`src/rtl/wr_en_decoder_pkg.sv`:
```
// Shared constants, address type and one-hot helper for the write-enable decoder.
// Optional build macro used by the top: WR_EN_DECODER_RR_ARB_EN (round-robin arbitration).
package wr_en_decoder_pkg;

  localparam int DEF_NUM_PORTS = 2;
  localparam int DEF_ADDR_W    = 5;
  localparam int DEF_NUM_REGS  = 2 ** DEF_ADDR_W;

  typedef logic [DEF_ADDR_W-1:0] reg_addr_t;

  // One-hot image of a register address at the default address width.
  function automatic logic [DEF_NUM_REGS-1:0] onehot_decode(input reg_addr_t addr);
    logic [DEF_NUM_REGS-1:0] vec;
    vec       = '0;
    vec[addr] = 1'b1;
    return vec;
  endfunction

endpackage

```
`src/rtl/addr_onehot_dec.sv`:
```
// Combinational ADDR_W -> 2**ADDR_W one-hot decoder with enable; all zeros when disabled.
module addr_onehot_dec
  import wr_en_decoder_pkg::*;
#(
  parameter int ADDR_W = DEF_ADDR_W
) (
  input  logic                     en,
  input  logic [ADDR_W-1:0]        addr,
  output logic [(2**ADDR_W)-1:0]   onehot
);

  if (ADDR_W == DEF_ADDR_W) begin : g_pkg
    // Default width: reuse the shared package helper.
    always_comb begin
      if (en) begin
        onehot = onehot_decode(addr);
      end else begin
        onehot = '0;
      end
    end
  end else begin : g_gen
    // Any other width: set the addressed bit directly.
    always_comb begin
      onehot = '0;
      if (en) begin
        onehot[addr] = 1'b1;
      end else begin
        onehot = '0;
      end
    end
  end

endmodule

```
`src/rtl/wr_en_decoder_arb.sv`:
```
// Registered multi-port write-enable decoder for the register file.
// Same-address requests are arbitrated (losers see req_ready=0); accepted
// requests produce a one-cycle one-hot enable in the following cycle.
// Build macro WR_EN_DECODER_RR_ARB_EN selects round-robin arbitration with a
// head pointer; without it the lowest port index always wins.
module wr_en_decoder_arb
  import wr_en_decoder_pkg::*;
#(
  parameter int NUM_PORTS = DEF_NUM_PORTS,
  parameter int ADDR_W    = DEF_ADDR_W,
  parameter int ZERO_REG  = 1,
  parameter int CNT_W     = 16
) (
  input  logic                              clk,
  input  logic                              reset,
  input  logic [NUM_PORTS-1:0]              req_valid,
  input  logic [NUM_PORTS*ADDR_W-1:0]       req_addr,
  output logic [NUM_PORTS-1:0]              req_ready,
  output logic [NUM_PORTS*(2**ADDR_W)-1:0]  en_out,
  output logic [(2**ADDR_W)-1:0]            we_any,
  input  logic                              cnt_clr,
  output logic [CNT_W-1:0]                  conflict_cnt
);

  localparam int NUM_REGS = 2 ** ADDR_W;
  localparam logic [CNT_W-1:0] CNT_MAX = {CNT_W{1'b1}};

  logic [ADDR_W-1:0]             addr_s [NUM_PORTS];
  logic [NUM_PORTS-1:0]          ready_s;
  logic [NUM_PORTS-1:0]          accept_s;
  logic [NUM_PORTS-1:0]          dec_en_s;
  logic                          stall_any_s;
  logic [NUM_PORTS*NUM_REGS-1:0] dec_s;
  logic [NUM_REGS-1:0]           we_s;
  logic [NUM_PORTS*NUM_REGS-1:0] en_r;
  logic [NUM_REGS-1:0]           we_r;
  logic [CNT_W-1:0]              cnt_r;

`ifdef WR_EN_DECODER_RR_ARB_EN
  localparam int PTR_W = (NUM_PORTS > 1) ? $clog2(NUM_PORTS) : 1;
  logic [PTR_W-1:0]     ptr_r;
  logic [PTR_W-1:0]     ptr_next_s;
  logic                 win_found_s;
  logic [NUM_PORTS-1:0] share_s;
`endif

  // Position of port q in the priority order that starts at port head (0 = highest).
  function automatic int prio_rank(input int q, input int head);
    return (q + NUM_PORTS - head) % NUM_PORTS;
  endfunction

  for (genvar g = 0; g < NUM_PORTS; g++) begin : g_port
    assign addr_s[g] = req_addr[g*ADDR_W +: ADDR_W];

    addr_onehot_dec #(.ADDR_W(ADDR_W)) u_dec (
      .en     (dec_en_s[g]),
      .addr   (addr_s[g]),
      .onehot (dec_s[g*NUM_REGS +: NUM_REGS])
    );
  end

  // Arbitration: a valid port stalls when a higher-priority valid port targets the same register.
  always_comb begin
    int   head;
    logic same;
    head    = 0;
`ifdef WR_EN_DECODER_RR_ARB_EN
    head    = int'(ptr_r);
    share_s = '0;
`endif
    ready_s = '1;
    same    = 1'b0;
    for (int p = 0; p < NUM_PORTS; p++) begin
      for (int q = 0; q < NUM_PORTS; q++) begin
        same = (q != p) && req_valid[p] && req_valid[q] && (addr_s[p] == addr_s[q]);
        ready_s[p] = ready_s[p] & ~(same && (prio_rank(q, head) < prio_rank(p, head)));
`ifdef WR_EN_DECODER_RR_ARB_EN
        share_s[p] = share_s[p] | same;
`endif
      end
    end
  end

  // Acceptance, stall detection and decoder enables ($zero writes are accepted but silent).
  always_comb begin
    accept_s    = req_valid & ready_s;
    stall_any_s = |(req_valid & ~ready_s);
    dec_en_s    = '0;
    for (int p = 0; p < NUM_PORTS; p++) begin
      dec_en_s[p] = accept_s[p] && !((ZERO_REG != 0) && (addr_s[p] == '0));
    end
  end

  // Per-register strobe: OR of every port's decoded slice.
  always_comb begin
    we_s = '0;
    for (int p = 0; p < NUM_PORTS; p++) begin
      we_s = we_s | dec_s[p*NUM_REGS +: NUM_REGS];
    end
  end

`ifdef WR_EN_DECODER_RR_ARB_EN
  // Next head: one past the highest-priority port that won a contested register.
  always_comb begin
    int best;
    best        = NUM_PORTS;
    win_found_s = 1'b0;
    ptr_next_s  = ptr_r;
    for (int p = 0; p < NUM_PORTS; p++) begin
      if (accept_s[p] && share_s[p] && (prio_rank(p, int'(ptr_r)) < best)) begin
        best        = prio_rank(p, int'(ptr_r));
        win_found_s = 1'b1;
        ptr_next_s  = PTR_W'((p + 1) % NUM_PORTS);
      end else begin
        best = best;
      end
    end
  end

  // Round-robin head register; moves only after a contested cycle.
  always_ff @(posedge clk or posedge reset) begin
    if (reset) begin
      ptr_r <= '0;
    end else if (win_found_s) begin
      ptr_r <= ptr_next_s;
    end else begin
      ptr_r <= ptr_r;
    end
  end
`endif

  // Enables and strobes register one cycle after acceptance; reset drops anything in flight.
  always_ff @(posedge clk or posedge reset) begin
    if (reset) begin
      en_r <= '0;
      we_r <= '0;
    end else begin
      en_r <= dec_s;
      we_r <= we_s;
    end
  end

  // Saturating count of cycles with at least one stalled request; clear wins over increment.
  always_ff @(posedge clk or posedge reset) begin
    if (reset) begin
      cnt_r <= '0;
    end else if (cnt_clr) begin
      cnt_r <= '0;
    end else if (stall_any_s && (cnt_r != CNT_MAX)) begin
      cnt_r <= cnt_r + CNT_W'(1);
    end else begin
      cnt_r <= cnt_r;
    end
  end

  assign req_ready    = ready_s;
  assign en_out       = en_r;
  assign we_any       = we_r;
  assign conflict_cnt = cnt_r;

endmodule

```
`config.mk`:
```
export PLATFORM = sky130hd
export DESIGN_NAME = wr_en_decoder_arb
export DESIGN_NICKNAME = d
export VERILOG_FILES = /design/src/rtl/wr_en_decoder_pkg.sv /design/src/rtl/addr_onehot_dec.sv /design/src/rtl/wr_en_decoder_arb.sv
export SDC_FILE = /design/constraint.sdc
export NUM_CORES = 1
export LEC_CHECK = 0
export ABC_CLOCK_PERIOD_IN_PS = 5800
export CAP_MARGIN = 40
export CORE_AREA = 2 2 94 96
export DETAILED_ROUTE_END_ITERATION = 8
export DIE_AREA = 0 0 96 98
export PLACE_DENSITY = 0.84
export SETUP_SLACK_MARGIN = 0.5
export SYNTH_ARGS = -nofsm -noshare
export SYNTH_HDL_FRONTEND = slang
export SYNTH_SLANG_ARGS = --single-unit
```
`constraint.sdc`:
```
create_clock -name clk -period 5.8 [get_ports clk]
set_clock_uncertainty 0.1 [all_clocks]
set_input_delay 1.16 -clock clk [delete_from_list [all_inputs] [get_ports clk]]
set_output_delay 1.16 -clock clk [all_outputs]
set_load 0.05 [all_outputs]
```
==> results.md <==
- Clock share of power: 32.3%
- Critical Path End: req_ready[1]
- Maximum fanout along the worst path: 14
- FFs w/ async S/R, synth: 100.0%
- End of the worst register-to-register path: conflict_cnt[15]$_DFFE_PP0P_
- Clock sink total: 112
- Top area cells in the synthesized netlist: sky130_fd_sc_hd__dfrtp_1 68%, sky130_fd_sc_hd__nor2_1 6.3%, sky130_fd_sc_hd__o22ai_1 3.9%
- Vias per Instance: ~5.4
- Reg power frac: 58.1%
- Fraction of the mapped netlist area in adder cells: 0.3037%
- Result of the run: finished, final reports clean
- Register area share after synthesis: between 60% and 70%
- Most frequent cell after synthesis: sky130_fd_sc_hd__dfrtp_1
- Post-synthesis register bit count: ~110
- TritonCTS clock tree: built
- Final Hold Vio Count: 0
- Count of final max-slew check failures: 0
- Weighted congestion at the end of routability-driven global placement: 0.7985
- Count of buffers from port buffering: 127
- Longest Clk Path Bufs: 2
- Cell Pwr Density: 242.7 nW/um^2
- Core region area: 8466 sq um
- Global-route wire length before repair: 16,210 um
- IO Pins: 129
- Number of max-cap violations: 0
- Pre-Repair DR Iteration Count: 4
- Maximum vdd drop: 0.1432 mV
- Launch point of the worst reg-to-reg path: conflict_cnt[5]$_DFFE_PP0P_
- Count of yosys warnings during synthesis: 0
- Initial core utilization: 48.67%
- Primary FF master, synth: sky130_fd_sc_hd__dfrtp_1
- Die Footprint: 9408 sq um
- Top achievable clock speed: 0.1980 GHz
- Final critical-path share of the clock period: ~87%
- Share of total power in combinational logic: 9.6%
- Clock buffer count from CTS: 9
- Number of antenna violations at the first check in global routing: 0
- Total leakage power: 2.389 nW
- Mapped Area: about 4100 sq um
- Setup TNS Final: 0 ns
- Total length of routed wires: 10,370 um
- RSZ-0062 raised after global routing: false
- Largest net degree at the start of global routing: 70
- WL/cell: 17.60 um
- Number of DRC markers in iteration 0: 212
- Setup Crit Path Kind: in -> out
- Hold bufs inserted after CTS: 0
- DR vias: 3,206
- Area leader, netlist: sky130_fd_sc_hd__dfrtp_1
- Share of Yosys cell area claimed by the top area cell type: 68.02%
- Data required time of the worst path: around 4.5 ns
- Start point of the critical path: req_addr[3]
- Die boundary width: 96 um
- Routing usage on met1: between 20% and 30%
- Switching power as a share of total power: between 20% and 30%
- Syn avg cell area: 11.54 sq um
- Post-CTS repair timing setup buffer count: 0
- Class of the most critical hold timing path: reg -> reg
- Relative slew margins: 46.73%
- R2R cell count: 5
- Startpoint type of the worst setup path: input pin
- Compound-gate portion of the synthesized area: 7.744%
- Simple-Gate Fraction of Synth Area: between 10% and 20%
- Post-synth cell types: 39
- Most utilized layer in the global route result: met2
- Arrival time of the worst setup path: 3.79 ns
- Net switching power: roughly 370 uW
- CTS H-Tree Depth: 3
- Number of resized instances in the post-cts repair step: 0
- Layout cells sized above 1: 5.198%
- Combinational family with the most area after synthesis: simple AND/OR/NAND/NOR gates
- Clock transition at the registers of the reported paths: 0.10 ns
- Placed Cells incl. Taps: approximately 570
- Number of global-route vias before repair: 3,135
- Global route overflow: 0
- Fin cells: 589
- Latest clock arrival within the worst-skew pair: between 0.3 and 0.4 ns
- Global-route met2 utilization: 38.19%
- Fraction of met3 tracks used by global routing: 5.015%
- Multiplexer fraction of the synthesized cell area: 0.5162%
- Post-synth EDFFs: 0
- Antenna diode count: 0
- Detailed placement HPWL: 7305 um
- Post-route ant nets: 0
- Count of endpoints failing setup in the final report: 0
- Clock root buffer: sky130_fd_sc_hd__clkbuf_8
- Syn Inst Count: between 300 and 400
- Worst-margin pin slew: 0.7990 ns
- Post-synthesis xor/xnor area fraction: 1.488%
- Endpoint type of the worst setup path: output port
- Die span in y: 98 um
- Cell Rows: 34
- Layout-stage area growth over the synthesis result: 36.29%
- Top post-synthesis cells by count: 112 x sky130_fd_sc_hd__dfrtp_1, 69 x sky130_fd_sc_hd__nor2_1, 26 x sky130_fd_sc_hd__o22ai_1
- Number of DRC violations after detailed routing: 0
- Minimum clock period after layout: 5.051 ns
- Fin nets: between 400 and 500
- Cell internal pwr: 992.8 uW
- GRT Util Overall: 23.04%
- Slack of the worst reg-to-reg path: 3.44 ns
[layout make-up]
class                           count  area [sq um]
Fill cell                         620          2850
Sequential cell                   112          2803
Timing Repair Buffer              128          1279
Multi-Input combinational cell    220          1194
Tap cell                          108         135.1
Clock buffer                       10         127.6
Clock inverter                      6         56.30
Inverter                            5         21.27
[power by group through the flow]
stage / clock (mW) / combinational [mW] / sequential, mW
5_1_grt: 0.484 / 0.140 / 0.794
3_5_place_dp: 0 / 0.131 / 0.808
2_1_floorplan: 0 / 0.0524 / 0.842
3_3_place_gp: 0 / 0.128 / 0.808
4_1_cts: 0.445 / 0.131 / 0.793
6_report: 0.440 / 0.131 / 0.793
[flip-flops by register name (all words and copies together) (netlist names)]
register	flops
we_any	32
conflict_cnt	16
en_out	64
[placed cells by master, fill, tap and decap left out, types with 2 or more instances in the layout]
master and n:
sky130_fd_sc_hd__a21oi_1 10, sky130_fd_sc_hd__clkbuf_8 9, sky130_fd_sc_hd__clkdlybuf4s50_1 127, sky130_fd_sc_hd__conb_1 4
sky130_fd_sc_hd__dfrtp_1 112, sky130_fd_sc_hd__inv_1 4, sky130_fd_sc_hd__inv_6 3, sky130_fd_sc_hd__inv_8 2
sky130_fd_sc_hd__nand2_1 17, sky130_fd_sc_hd__nand2b_1 6, sky130_fd_sc_hd__nand3_1 12, sky130_fd_sc_hd__nand3b_1 3
sky130_fd_sc_hd__nand4_1 7, sky130_fd_sc_hd__nand4b_1 3, sky130_fd_sc_hd__nor2_1 69, sky130_fd_sc_hd__nor2b_1 5
sky130_fd_sc_hd__nor3_1 6, sky130_fd_sc_hd__nor4_1 6, sky130_fd_sc_hd__o21ai_0 6, sky130_fd_sc_hd__o21bai_1 5
sky130_fd_sc_hd__o22ai_1 26, sky130_fd_sc_hd__o31ai_1 4, sky130_fd_sc_hd__or2_2 2, sky130_fd_sc_hd__or3_1 7
sky130_fd_sc_hd__or4_1 3, sky130_fd_sc_hd__or4_4 2, sky130_fd_sc_hd__xnor2_1 3, sky130_fd_sc_hd__xor2_1 4
[kinds of logic (layout without fill, tap and decap cells)]
| family | count (synthesis) | in the layout |
|---|---|---|
| AO/OA/AOI/OAI | 52 | 52 |
| XOR/XNOR | 7 | 7 |
| adder cells (fa/ha/maj) | 1 | 1 |
| buffers and inverters | 27 | 149 |
| flip-flops | 112 | 112 |
| multiplexers | 2 | 2 |
| other | 2 | 4 |
| AND/OR/NAND/NOR | 154 | 154 |
[metal layers]
| metal | wire length, um | vias up |
|---|---|---|
| met5 | 0 | - |
| met4 | 308 | 0 |
| met3 | 720 | 28 |
| met2 | 5335 | 152 |
| met1 | 4003 | 1571 |
| li1 | - | 1455 |
[critical path, stage by stage]
cell,delay [ns]
sky130_fd_sc_hd__clkdlybuf4s50_1,0.65
sky130_fd_sc_hd__xor2_1,0.27
sky130_fd_sc_hd__or4_4,0.59
sky130_fd_sc_hd__or2_1,0.36
sky130_fd_sc_hd__clkdlybuf4s50_1,0.76
[stage by stage]
stage | util (%) | area (sq um) | hold WS (ns) | setup WS [ns] | total power [mW]
after global routing | 66.33 | 5615 | 0.5461 | 0.6988 | 1.418
after floorplan | - | 4128 | 0.7138 | 1.581 | 0.8941
final | 66.33 | 5615 | 0.4973 | 0.7487 | 1.363
after detailed placement | 64.16 | 5431 | 0.4863 | 0.7656 | 0.9386
after CTS | 66.33 | 5615 | 0.4983 | 0.7598 | 1.368
after global placement | 64.16 | 5431 | 0.4688 | 0.8246 | 0.9357
[worst min path at each step]
stage	startpoint	end	slack, ns	cells past startpoint
floorplan	conflict_cnt[13]$_DFFE_PP0P_	conflict_cnt[13]$_DFFE_PP0P_	0.71	2
global route	conflict_cnt[7]$_DFFE_PP0P_	conflict_cnt[7]$_DFFE_PP0P_	0.55	2
detailed placement	conflict_cnt[7]$_DFFE_PP0P_	conflict_cnt[7]$_DFFE_PP0P_	0.49	2
global placement	conflict_cnt[7]$_DFFE_PP0P_	conflict_cnt[7]$_DFFE_PP0P_	0.47	2
finish	conflict_cnt[7]$_DFFE_PP0P_	conflict_cnt[7]$_DFFE_PP0P_	0.50	2
CTS	conflict_cnt[7]$_DFFE_PP0P_	conflict_cnt[7]$_DFFE_PP0P_	0.50	2
Note: power is estimated with default switching activity, not from simulation.
